$ cat src/rtl/branch_pkg.sv
// Shared definitions for the branch resolve unit: condition codes and the
// 2-bit predictor counter encoding with its saturating step.
package branch_pkg;

    localparam logic [2:0] F3_BEQ  = 3'b000;
    localparam logic [2:0] F3_BNE  = 3'b001;
    localparam logic [2:0] F3_BLT  = 3'b100;
    localparam logic [2:0] F3_BGE  = 3'b101;
    localparam logic [2:0] F3_BLTU = 3'b110;
    localparam logic [2:0] F3_BGEU = 3'b111;

    typedef enum logic [1:0] {
        CNT_STRONG_NT = 2'b00,
        CNT_WEAK_NT   = 2'b01,
        CNT_WEAK_T    = 2'b10,
        CNT_STRONG_T  = 2'b11
    } bht_state_e;

    localparam bht_state_e BHT_RESET = CNT_WEAK_NT;

    // Saturating step toward taken or not-taken.
    function automatic bht_state_e bht_next(bht_state_e cur, logic taken);
        bht_state_e nxt;
        nxt = cur;
        unique case (cur)
            CNT_STRONG_NT: nxt = taken ? CNT_WEAK_NT  : CNT_STRONG_NT;
            CNT_WEAK_NT:   nxt = taken ? CNT_WEAK_T   : CNT_STRONG_NT;
            CNT_WEAK_T:    nxt = taken ? CNT_STRONG_T : CNT_WEAK_NT;
            CNT_STRONG_T:  nxt = taken ? CNT_STRONG_T : CNT_WEAK_T;
            default:       nxt = BHT_RESET;
        endcase
        return nxt;
    endfunction

endpackage

$ cat src/rtl/branch_history_table.sv
// Table of 2-bit saturating predictor counters with one combinational read
// port and one update port; reads return the value before a same-edge update.
module branch_history_table
    import branch_pkg::*;
#(
    parameter int DEPTH = 16,
    localparam int IDX_W = $clog2(DEPTH)
) (
    input  logic             clk,
    input  logic             reset,
    input  logic [IDX_W-1:0] rd_idx,
    output bht_state_e       rd_state,
    input  logic             upd_en,
    input  logic [IDX_W-1:0] upd_idx,
    input  logic             upd_taken
);

    bht_state_e counters_q [DEPTH];

    assign rd_state = counters_q[rd_idx];

    always_ff @(posedge clk or posedge reset) begin
        if (reset) begin
            for (int i = 0; i < DEPTH; i++) begin
                counters_q[i] <= BHT_RESET;
            end
        end else if (upd_en) begin
            counters_q[upd_idx] <= bht_next(counters_q[upd_idx], upd_taken);
        end
    end

endmodule

$ cat src/rtl/branch_resolve_unit.sv
// Resolves conditional branches behind a one-deep valid/ready output register,
// trains the history table and keeps branch/misprediction statistics.
module branch_resolve_unit
    import branch_pkg::*;
#(
    parameter int XLEN      = 64,
    parameter int BHT_DEPTH = 16,
    parameter int CNT_W     = 32
) (
    input  logic             clk,
    input  logic             reset,
    input  logic [XLEN-1:0]  lookup_pc,
    output logic             lookup_taken,
    input  logic             in_valid,
    output logic             in_ready,
    input  logic             branch,
    input  logic [2:0]       funct3,
    input  logic [XLEN-1:0]  a,
    input  logic [XLEN-1:0]  b,
    input  logic [XLEN-1:0]  pc,
    input  logic             pred_taken,
    output logic             out_valid,
    input  logic             out_ready,
    output logic             sel,
    output logic             mispredict,
    output logic             illegal,
    output logic [CNT_W-1:0] branch_count,
    output logic [CNT_W-1:0] mispredict_count
);

    localparam int IDX_W = $clog2(BHT_DEPTH);

    logic       accept;
    logic       cond_true;
    logic       legal;
    logic       sel_d;
    logic       illegal_d;
    logic       mispredict_d;
    logic       update;
    bht_state_e lookup_state;
    logic       unused_pc_bits;

    assign unused_pc_bits = ^{pc[XLEN-1:IDX_W+2], pc[1:0],
                              lookup_pc[XLEN-1:IDX_W+2], lookup_pc[1:0]};

    assign in_ready = !out_valid || out_ready;
    assign accept   = in_valid && in_ready;

    always_comb begin
        cond_true = 1'b0;
        legal     = 1'b1;
        unique case (funct3)
            F3_BEQ:  cond_true = (a == b);
            F3_BNE:  cond_true = (a != b);
            F3_BLT:  cond_true = ($signed(a) <  $signed(b));
            F3_BGE:  cond_true = ($signed(a) >= $signed(b));
            F3_BLTU: cond_true = (a <  b);
            F3_BGEU: cond_true = (a >= b);
            default: legal     = 1'b0;
        endcase
    end

    assign sel_d        = branch && legal && cond_true;
    assign illegal_d    = branch && !legal;
    assign mispredict_d = sel_d ^ pred_taken;
    assign update       = accept && branch && legal;

    branch_history_table #(
        .DEPTH (BHT_DEPTH)
    ) u_bht (
        .clk       (clk),
        .reset     (reset),
        .rd_idx    (lookup_pc[IDX_W+1:2]),
        .rd_state  (lookup_state),
        .upd_en    (update),
        .upd_idx   (pc[IDX_W+1:2]),
        .upd_taken (sel_d)
    );

    assign lookup_taken = lookup_state[1];

    // Results load only on acceptance, so they hold while the consumer stalls.
    always_ff @(posedge clk or posedge reset) begin
        if (reset) begin
            out_valid  <= 1'b0;
            sel        <= 1'b0;
            mispredict <= 1'b0;
            illegal    <= 1'b0;
        end else if (accept) begin
            out_valid  <= 1'b1;
            sel        <= sel_d;
            mispredict <= mispredict_d;
            illegal    <= illegal_d;
        end else if (out_ready) begin
            out_valid  <= 1'b0;
        end
    end

    always_ff @(posedge clk or posedge reset) begin
        if (reset) begin
            branch_count     <= '0;
            mispredict_count <= '0;
        end else if (update) begin
            branch_count <= branch_count + 1'b1;
            if (mispredict_d) begin
                mispredict_count <= mispredict_count + 1'b1;
            end
        end
    end

endmodule

$ cat config.mk
export PLATFORM = sky130hd
export DESIGN_NAME = branch_resolve_unit
export DESIGN_NICKNAME = d
export VERILOG_FILES = /design/src/rtl/branch_pkg.sv /design/src/rtl/branch_history_table.sv /design/src/rtl/branch_resolve_unit.sv
export SDC_FILE = /design/constraint.sdc
export NUM_CORES = 1
export LEC_CHECK = 0
export CAP_MARGIN = 20
export CORE_AREA = 2 2 131 133
export DETAILED_ROUTE_END_ITERATION = 10
export DIE_AREA = 0 0 133 135
export DONT_BUFFER_PORTS = 1
export SYNTH_ARGS = -nofsm -noshare
export SYNTH_HDL_FRONTEND = slang
export SYNTH_SLANG_ARGS = --single-unit
$ cat constraint.sdc
create_clock -name clk -period 3.9 [get_ports clk]
set_input_delay 0.195 -clock clk [delete_from_list [all_inputs] [get_ports clk]]
set_output_delay 0.195 -clock clk [all_outputs]
set_load 0.02 [all_outputs]
==> metrics.yaml <==
status: "complete, no violations"
setup_viol: 0
grt_max_degree: 68
clk_pin_slew_ns: 0.07
power_leakage_nw: 3.43
core-area_mm2: 0.0164
cts_tree: "yes"
yosysTopAreaCell: "dfrtp_1"
yosys-top-cells-count: "84 x dfrtp_1, 66 x ha_1, 66 x inv_1"
synth.top_cells.by_area: "dfrtp_1 32%, ha_1 13%, xnor2_1 7.1%"
startpoint_type: "primary input"
synth.distinct_cells: 44
antenna_found_initial: 1
path_max_fanout: 16
synth_top_area_share_pct: 32.2
slew_violations: 0
timing.final.crit_share_pct: 84.5
die-area_mm2: 0.0180
drive_gt1_share_pct: 15.0
ys.flop_type: "dfrtp_1"
area_growth_pct: 10.0
path_cells: "inv_1 -> ha_1 -> nand4_1 -> nor4_1 -> nand4_1 -> o31ai_1 -> o211ai_1 -> nor3b_1 -> nor3b_4 -> buf_4 -> o21ai_0 -> nand2_1 -> mux2_2"
vias_per_cell: 5.53
min_to: "illegal$_DFFE_PP0P_"
drt-initial-drc-count: 215
r2r_cells: 9
clk_latency_ns: 0.35
syn_area_mm2: 0.00654
regToRegStartpoint: "out_valid$_DFFE_PP0P_"
cpPeakStageDelay_ns: 0.58
rsz0062_at_grt: "false"
dpl-instance-area_mm2: 0.00683
r2r_end: "branch_count[30]$_DFFE_PP0P_"
vias: 4824
crit_arrival_ns: 3.57
layout_min_cycle_time_ns: 3.30
ant_nets: 0
cts_buffer_depth: 2
dr.pass1.iters: 4
crit_top_cell: "nand4_1"
worst_hold_path_type: "in -> reg"
fin_cells: 873
clock.fmax_ghz: 0.303
hp-start: "funct3[2]"
min_path_cells: 3
cp.depth: 13
cp_top_family: "simple AND/OR/NAND/NOR gates"
crit_path_end_kind: "flop"
r2r_setup_slack_ns: 0.89
synthArstFlopShare_pct: 100
path_class: "in -> reg"
grt.total_usage_pct: 17.3
syn-instance-count: 635
drc: 0
place_ws_ns: 0.200
ys_seq_area_share_pct: 38.6
rows: 47
avgRoutedWirePerCell_um: 17.4
finalWorstSetupSlack_ns: 0.604
die_x_um: 133
place_inst: 853
initial_core_util_pct: 39.8
ys_ff_latch: 100
h-tree-depth: 3
numPortBuffers: 0
grt_pass1_wl_mm: 25.0
hpwl_mm: 12.1
max_slew_margin_pct: 45.8
hold_violations: 0
numCtsBuffers: 9
nets: 978
root_buffer: "clkbuf_16"
critPathBufInv: 2
syn_avg_cell_area_um2: 10.3
wl_mm: 15.2
tightest_slew_ns: 0.813
maxCapViolCount: 0
grt_remaining_overflow: 0
ios: 335
powerDensity_mw_per_mm2: 373
ys_warn_count: 0
grt_pass1_vias: 5080
die_height_um: 135
cts_setup_buffers: 0
fin_skew_ns: 0.00943
yosysMostFrequentCell: "dfrtp_1"
syn_nets: 966
synth_edf_count: 0
vdd_drop_max_uv: 189
slowest_stage: "nor4_1"
worstPathRequired_ns: 4.18
fin_tns_setup_ns: 0
design_area_mm2: 0.00719
gp_congestion: 0.814
clock-sinks: 100
stage by stage:
step	hold WS, ns	power (mW)	util, %
floorplan	0.303	1.59	-
global placement	0.272	1.70	41.6
detailed placement	0.281	1.72	41.6
CTS	0.0577	2.71	43.8
global route	0.0637	2.83	43.8
finish	0.0661	2.68	43.8
timing repair:
item / CTS / global route
endpoints found under the hold margin: 68 / 0
resized for setup: 0 / 0
hold buffers: 3 / 0
worst max path at each step:
stage               start                                to  slack, ns
floorplan           b[41]   mispredict_count[7]$_DFFE_PP0P_       0.91
global placement    b[41]  mispredict_count[12]$_DFFE_PP0P_       0.34
detailed placement  b[41]  u_bht.counters_q[21]$_DFFE_PP0P_       0.20
CTS                 b[41]  u_bht.counters_q[21]$_DFFE_PP0P_       0.56
global route        b[41]  u_bht.counters_q[31]$_DFFE_PP0P_       0.28
finish              b[41]  u_bht.counters_q[21]$_DFFE_PP0P_       0.60
state kept, by name (all words and copies together), names as in the netlist:
register,count
branch_count,32
illegal,1
mispredict,1
mispredict_count,32
out_valid,1
sel,1
u_bht.counters_q,32
cell families after synthesis:
logic type	Yosys count	share of synthesized area, %
XOR/XNOR	63	8.73
adder cells (fa/ha/maj)	66	12.6
multiplexers	53	11.7
AO/OA/AOI/OAI	56	5.30
AND/OR/NAND/NOR	220	18.5
buffers and inverters	77	4.59
flip-flops	100	38.6
report_power, final:
part           internal [mW]  switching [mW]  total (mW)
clock network          0.573           0.408       0.981
logic                  0.195           0.212       0.406
registers               1.13           0.162        1.29
cell usage in the layout (no fill, tap or decap), types with 9 or more instances in the layout:
cell / synthesis / final
mux2_2: 37 / 37
and3_1: 29 / 29
buf_4: 2 / 9
a21oi_1: 24 / 24
dfstp_2: 16 / 16
dfrtp_1: 84 / 84
ha_1: 66 / 66
mux4_2: 15 / 15
xnor2_1: 53 / 53
nand4_1: 29 / 29
clkbuf_16: 0 / 9
o21ai_0: 10 / 10
nand3_1: 41 / 41
inv_1: 66 / 65
nor2_1: 24 / 24
xor2_1: 9 / 9
nand2_1: 46 / 46
layout make-up:
cell class / count / area [um^2]
clock buffer: 9 / 225
timing repair buffer: 12 / 97.6
inverter: 66 / 250
fill: 1505 / 9220
antenna: 1 / 2.50
clock inverter: 7 / 105
tap: 220 / 275
sequential: 100 / 2520
multi-input combinational: 458 / 3710
worst reg2reg max path, delay by kind of cell, from the launching register on:
| kind | cells | cell delay (ns) |
|---|---|---|
| XOR/XNOR | 1 | 0.15 |
| flip-flops | 1 | 0.49 |
| AND/OR/NAND/NOR | 8 | 2.25 |
layer usage:
metal / vias to the layer above / GRT usage [%] / part of all wire [%]
met3: 28 / 5.89 / 7.3
li1: 2296 / - / -
met5: - / 0 / 0
met1: 2344 / 19.9 / 40
met4: 0 / 5.68 / 2.3
met2: 156 / 30.5 / 50
Note: power is estimated with default switching activity, not from simulation.
